==> config.mk <==
export PLATFORM = sky130hd
export DESIGN_NAME = memory_port_arbiter
export DESIGN_NICKNAME = d
export VERILOG_FILES = /design/src/rtl/memory_port_arbiter.sv
export SDC_FILE = /design/constraint.sdc
export NUM_CORES = 1
export LEC_CHECK = 0
export BUFFER_PORTS_ARGS = -buffer_cell sky130_fd_sc_hd__buf_2
export CAP_MARGIN = 20
export CORE_UTILIZATION = 42
export DETAILED_ROUTE_END_ITERATION = 12
export PLACE_DENSITY = 0.72
export SYNTH_ARGS = -nofsm -noshare
export SYNTH_HDL_FRONTEND = slang
export SYNTH_SLANG_ARGS = --single-unit
==> constraint.sdc <==
create_clock -name clk -period 6.35 [get_ports clk]
set_input_delay 1.27 -clock clk [delete_from_list [all_inputs] [get_ports clk]]
set_output_delay 1.27 -clock clk [all_outputs]
set_load 0.005 [all_outputs]
==> src/rtl/memory_port_arbiter.sv <==
// Single-port memory arbiter shared by the IF and MEM stages of the MIPS pipeline.
// Grants one fixed-latency access at a time and returns read data with a done pulse.
//
// state | meaning
// ------+----------------------------------------------
// IDLE  | no access in progress, arbitrate on requests
// BUSY  | access running, cnt counts LATENCY cycles down
// DONE  | single completion cycle, owner's done high
`timescale 1ns/1ps
module memory_port_arbiter #(
    parameter int ADDR_W  = 32,
    parameter int DATA_W  = 32,
    parameter int LATENCY = 2
) (
    input  logic              clk,
    input  logic              rst,
    input  logic              if_req,
    input  logic [ADDR_W-1:0] if_addr,
    output logic [DATA_W-1:0] if_rdata,
    output logic              if_done,
    input  logic              dm_read,
    input  logic              dm_write,
    input  logic [ADDR_W-1:0] dm_addr,
    input  logic [DATA_W-1:0] dm_wdata,
    output logic [DATA_W-1:0] dm_rdata,
    output logic              dm_done,
    output logic              ram_en,
    output logic              ram_we,
    output logic [ADDR_W-1:0] ram_addr,
    output logic [DATA_W-1:0] ram_wdata,
    input  logic [DATA_W-1:0] ram_rdata,
    output logic              if_stall,
    output logic              dm_stall
);

    localparam logic [1:0] S_IDLE = 2'd0;
    localparam logic [1:0] S_BUSY = 2'd1;
    localparam logic [1:0] S_DONE = 2'd2;

    localparam logic [3:0] LAT_CNT = 4'(LATENCY);

    logic [1:0]        state_q, state_d;
    logic [3:0]        cnt_q, cnt_d;
    logic              last_dm_q, last_dm_d;
    logic              owner_dm_q, owner_dm_d;
    logic              ram_en_q, ram_en_d;
    logic              ram_we_q, ram_we_d;
    logic [ADDR_W-1:0] ram_addr_q, ram_addr_d;
    logic [DATA_W-1:0] ram_wdata_q, ram_wdata_d;
    logic [DATA_W-1:0] if_rdata_q, if_rdata_d;
    logic [DATA_W-1:0] dm_rdata_q, dm_rdata_d;
    logic              if_done_q, if_done_d;
    logic              dm_done_q, dm_done_d;

    logic dm_req;
    logic grant_dm;

    assign dm_req = dm_read | dm_write;

    always_comb begin
        state_d     = state_q;
        cnt_d       = cnt_q;
        last_dm_d   = last_dm_q;
        owner_dm_d  = owner_dm_q;
        ram_en_d    = ram_en_q;
        ram_we_d    = ram_we_q;
        ram_addr_d  = ram_addr_q;
        ram_wdata_d = ram_wdata_q;
        if_rdata_d  = if_rdata_q;
        dm_rdata_d  = dm_rdata_q;
        if_done_d   = 1'b0;
        dm_done_d   = 1'b0;
        // DM has priority unless it took the previous grant and IF is waiting.
        grant_dm    = dm_req & (~if_req | ~last_dm_q);

        case (state_q)
            S_IDLE: begin
                if (if_req | dm_req) begin
                    state_d     = S_BUSY;
                    cnt_d       = LAT_CNT;
                    last_dm_d   = grant_dm;
                    owner_dm_d  = grant_dm;
                    ram_en_d    = 1'b1;
                    ram_we_d    = grant_dm & dm_write;
                    ram_addr_d  = grant_dm ? dm_addr : if_addr;
                    ram_wdata_d = grant_dm ? dm_wdata : '0;
                end
            end
            S_BUSY: begin
                cnt_d = cnt_q - 4'd1;
                if (cnt_q == 4'd1) begin
                    state_d  = S_DONE;
                    ram_en_d = 1'b0;
                    ram_we_d = 1'b0;
                    if (owner_dm_q) begin
                        dm_done_d = 1'b1;
                        if (!ram_we_q) dm_rdata_d = ram_rdata;
                    end else begin
                        if_done_d  = 1'b1;
                        if_rdata_d = ram_rdata;
                    end
                end
            end
            S_DONE: begin
                state_d = S_IDLE;
            end
            default: begin
                state_d  = S_IDLE;
                ram_en_d = 1'b0;
                ram_we_d = 1'b0;
            end
        endcase
    end

    always_ff @(posedge clk or posedge rst) begin
        if (rst) begin
            state_q     <= S_IDLE;
            cnt_q       <= 4'd0;
            last_dm_q   <= 1'b0;
            owner_dm_q  <= 1'b0;
            ram_en_q    <= 1'b0;
            ram_we_q    <= 1'b0;
            ram_addr_q  <= '0;
            ram_wdata_q <= '0;
            if_rdata_q  <= '0;
            dm_rdata_q  <= '0;
            if_done_q   <= 1'b0;
            dm_done_q   <= 1'b0;
        end else begin
            state_q     <= state_d;
            cnt_q       <= cnt_d;
            last_dm_q   <= last_dm_d;
            owner_dm_q  <= owner_dm_d;
            ram_en_q    <= ram_en_d;
            ram_we_q    <= ram_we_d;
            ram_addr_q  <= ram_addr_d;
            ram_wdata_q <= ram_wdata_d;
            if_rdata_q  <= if_rdata_d;
            dm_rdata_q  <= dm_rdata_d;
            if_done_q   <= if_done_d;
            dm_done_q   <= dm_done_d;
        end
    end

    assign ram_en    = ram_en_q;
    assign ram_we    = ram_we_q;
    assign ram_addr  = ram_addr_q;
    assign ram_wdata = ram_wdata_q;
    assign if_rdata  = if_rdata_q;
    assign dm_rdata  = dm_rdata_q;
    assign if_done   = if_done_q;
    assign dm_done   = dm_done_q;

    // Stalls release in the done cycle so the pipeline advances on that edge.
    assign if_stall = if_req & ~if_done_q;
    assign dm_stall = dm_req & ~dm_done_q;

endmodule

* Word-level counts from Yosys, hierarchy flattened
Index checks and enable logic that the tools add are counted.
Cells by class: muxes and demuxes 18, eq/ne operators 5, $add $sub $neg 1, reductions and logical operators 8, bitwise operators 13
Operators by type and width (count):
- $mux 32 | 2
- $mux 1 | 9
- $pmux 4 s2 | 1
- $not 1->1 | 6
- $pmux 1 s3 | 2
- $reduce_and 2->1 | 3
- $reduce_and 3->1 | 2
- $and 1x1->1 | 4
- $eq 4x1->1 const B | 1
- $mux 2 | 2
- $mux 4 | 1
- $ne 2x2->1 const B | 2
- $pmux 2 s2 | 1
- $reduce_and 4->1 | 1
- $sub 4x1->4 const B | 1
- $or 1x1->1 | 3
- $eq 2x1->1 const B | 1
- $eq 2x2->1 const B | 1
- $logic_not 2->1 | 1
- $reduce_bool 2->1 | 1
Storage, ports and cells: output and inout port bits 134, register bits 139

* Longest topological paths before layout
depth after elaboration 6, depth in mapped cells 8, mapped depth without buffers 5

* Least setup slack after synthesis
No wires, ideal clock.
path type input -> register, start in dm_read, end reg ram_addr_q[10], in the netlist ram_addr[10], slack 3.605 ns, stages on the path 5, required time 6.225 ns, path buffers 2, arrival time 2.621 ns, setup time 0.125 ns, cells stage by stage a2bb2oi_1 buf_2 buf_1 mux2_2 mux2_2
On the way: cells in the longest elaborated chain, start to end 3
RTL lines:
- start: declaration | RTL line 21 | input logic dm_read,
- $or 1x1->1 (*) | RTL line 58 | assign dm_req = dm_read | dm_write;
- $and 1x1->1 / $or 1x1->1 (equally long branches) | RTL line 74, 78
- $mux 32 / $reduce_and 2->1 (equally long branches)
- end signal: assignment | RTL line 136 | ram_addr_q <= ram_addr_d;
- end: declaration | RTL line 48 | logic [ADDR_W-1:0] ram_addr_q, ram_addr_d;
Mark *: on every way between the ends. The rest lies on a longest branch, timed or not. A chain may end at the register's enable or synchronous reset.

* Worst setup path in the final report
start in dm_write, end reg ram_addr_q[3], in the netlist ram_addr[3]
On the way: cells in the longest elaborated chain, start to end 3
RTL lines:
- start: declaration | RTL line 22 | input logic dm_write,
- $or 1x1->1 (*) | RTL line 58
- $and 1x1->1 / $or 1x1->1 (equally long branches) | RTL line 74, 78
- $mux 32 / $reduce_and 2->1 (equally long branches)
Marks and branches as above.

==> impl_metrics.tcl <==
set metrics [dict create \
    rsz0062_at_grt "false" \
    via_count 4237 \
    hold_violations 0 \
    via_per_inst 4.782 \
    powerDensity_mw_per_mm2 493.5 \
    drc_errors 0 \
    cap_violations 0 \
    p_seq_share_pct 38.5 \
    diodes 0 \
    hold_path.class "reg2reg" \
    cts_root_buffer "clkbuf_16" \
    power_switching_mw 1.204 \
    setup.worst_path.end_class "register" \
    synth_ff_type "dfrtp_1" \
    crit_type "in2reg" \
    ys_seq_area_share_pct 57.87 \
    clock_latency_ns 0.41 \
    cpPeakStageDelay_ns 0.73 \
    syn_inst 426 \
    grt_pass1_wl_mm 20.76 \
    slowest_stage "a2bb2oi_4" \
    portBuffers 266 \
    synth.distinct_cells 32 \
    layout_commonest_cell "buf_2" \
    grt-busiest-layer "met2" \
    gp_congestion 0.7439 \
    dr.first_iter.drc_count 129 \
    critPathArrivalTime_ns 3.31 \
    synth.net_count 561 \
    p_int_mw 2.804 \
    ios 267 \
    fin_crit_sh_pct 47.55 \
    final_layout_size_suffix_gt1_share_pct 62.18 \
    max_slew_margin_pct 35.36 \
    regArea_mm2 0.003478 \
    hold_buffers 0 \
    dieArea_mm2 0.01479 \
    comb_power_share_pct 35.2 \
    cts_htree_levels 4 \
    place_hpwl_mm 9.568 \
    postSynthAreaPerCell_um2 14.11 \
    dp_slack_ns 2.870 \
    outcome "completed" \
    yosys.area_share.simple_pct 3.997 \
    power_leakage_nw 4.209 \
    grt_pass1_vias 4265 \
    yosys-mux-area-fraction_pct 31.54 \
    grt_max_degree 90 \
    syn_area_mm2 0.006011 \
    die_x_um 121.6 \
    cts_resized 0 \
    antenna_left 0 \
    synth_seq_cells 139 \
    tightestPinTransition_ns 0.9661 \
    drtPass1Iterations 6 \
    vdd_drop_max_mv 0.1726 \
    grtUsageMet1_pct 20.97 \
    grt.met3_usage_pct 5.618 \
    cts_buffers 17 \
    hold_ws_ns 0.4954 \
    syn2layout_area_growth_pct 35.12 \
    cp_data_required_time_ns 6.64 \
    final_net_count 828 \
    power.share.switching_pct 30.05 \
    clkTransAtPathRegs_ns 0.06 \
    grt.met2_usage_pct 31.29 \
    fp.coreArea_mm2 0.01393 \
    wire_per_inst_um 15.17 \
    setup_viol 0 \
    std_cell_rows 43 \
    wl_mm 13.44 \
    die_h_um 121.6 \
    drv_slew 0 \
    multi_input_area_mm2 0.002270 \
    crit_fanout 35 \
    async_flop_share_pct 100.0 \
    start_util_pct 43.14 \
    clock.fmax_ghz 0.3312 \
    grtUsageTotal_pct 18.26 \
    crit_chain "buf_2 -> a2bb2oi_4 -> buf_4 -> mux2_2 -> mux2_2" \
    post_cts_buffers 0 \
    grt_overflow 0 \
    synth_compound_gate_area_share_pct 1.187 \
    postLayoutCoreUtil_pct 58.28 \
    synth_top_family_by_area "multiplexers" \
    cts_tree "yes" \
    crit_top_cell "mux2_2" \
    antenna_found_initial 0 \
    fin_skew_ns 0.007526 \
    synth-xor-area-share_pct 0.1457 \
    synth_edf_count 0 \
    fillers 1125 \
    numClockSinks 139 \
    setup_tns_ns 0 \
    clock_path_buffers 2 \
    ys.warnings.count 0 \
    clkPwrFrac_pct 26.3 \
    mostFrequentLayoutCells "buf_2 (266), dfrtp_1 (139), mux2_2 (99)" \
    setup_ws_ns 3.331 \
    period_needed_ns 3.019 \
    synth_adder_area_share_pct 0.4163 \
    cp-start-kind "primary input" \
]
==> layout make-up <==
cell class	count	area share [%]
Timing Repair Buffer	271	16.85
Tap cell	180	2.773
Inverter	37	1.772
Clock inverter	15	2.588
Sequential cell	139	42.83
Clock buffer	17	5.238
Multi-Input combinational cell	227	27.95
==> metal layers <==
| layer | up-vias | wire (um) |
|---|---|---|
| li1 | 1972 | - |
| met3 | 19 | 1024 |
| met4 | 0 | 247 |
| met5 | - | 0 |
| met2 | 187 | 6718 |
| met1 | 2059 | 5450 |
==> synthesized netlist by cell type, types with 2 or more instances <==
cell         n  area (um^2)
a2bb2oi_1    2        17.52
buf_1        4        15.01
buf_12       3        60.06
buf_2        8        40.04
clkbuf_1     7        26.28
dfrtp_1    139         3478
ha_1         2        25.02
inv_1       37        138.9
mux2_2      99         1115
mux2_4      30        450.4
mux2i_1     33        330.3
nand2_1     36        135.1
nor2_1       5        18.77
nor2b_1      2        12.51
nor3_1       2        10.01
==> metrics by stage <==
| step | area [um^2] | cells | power [mW] |
|---|---|---|---|
| floorplan | 6011 | 426 | 2.375 |
| global placement | 7486 | 854 | 2.927 |
| detailed placement | 7486 | 854 | 2.991 |
| CTS | 8122 | 886 | 4.067 |
| global route | 8122 | 886 | 4.273 |
| finish | 8122 | 886 | 4.008 |
==> state kept, by name, summed over array words and instances, names as in the netlist <==
signal,cells
ram_en,1
dm_rdata,32
ram_we,1
ram_wdata,32
owner_dm_q,1
if_rdata,32
cnt_q,4
state_q,2
ram_addr,32
dm_done,1
if_done,1
==> worst paths after layout <==
path                            startpoint             to  cells after the start  slack, ns
worst min register to register    cnt_q[3]       cnt_q[3]                      1       0.50
worst max register to register  owner_dm_q    ram_addr[3]                      4       3.78
min in group asynchronous              rst   ram_addr[26]                      2       1.00
max in group asynchronous              rst  ram_wdata[10]                      3       4.16
worst max-delay path              dm_write    ram_addr[3]                      5       3.33
worst min-delay path              cnt_q[3]       cnt_q[3]                      1       0.50
==> cells by family after synthesis <==
logic type,count (synthesis)
AO/OA/AOI/OAI,9
buffers and inverters,60
multiplexers,162
flip-flops,139
XOR/XNOR,1
AND/OR/NAND/NOR,53
adder cells (fa/ha/maj),2
==> power groups by stage <==
stage | sequential, mW | combinational (mW) | clock, mW
CTS | 1.55 | 1.44 | 1.08
detailed placement | 1.55 | 1.44 | 0
global placement | 1.53 | 1.40 | 0
global route | 1.60 | 1.56 | 1.12
floorplan | 1.57 | 0.807 | 0
finish | 1.54 | 1.41 | 1.05
==> worst max-delay path: cells and delay by family <==
| family | cells | cell delay, ns |
|---|---|---|
| compound gates | 1 | 0.73 |
| buf+inv | 2 | 0.63 |
| mux | 2 | 0.65 |
Note: power is estimated with default switching activity, not from simulation.
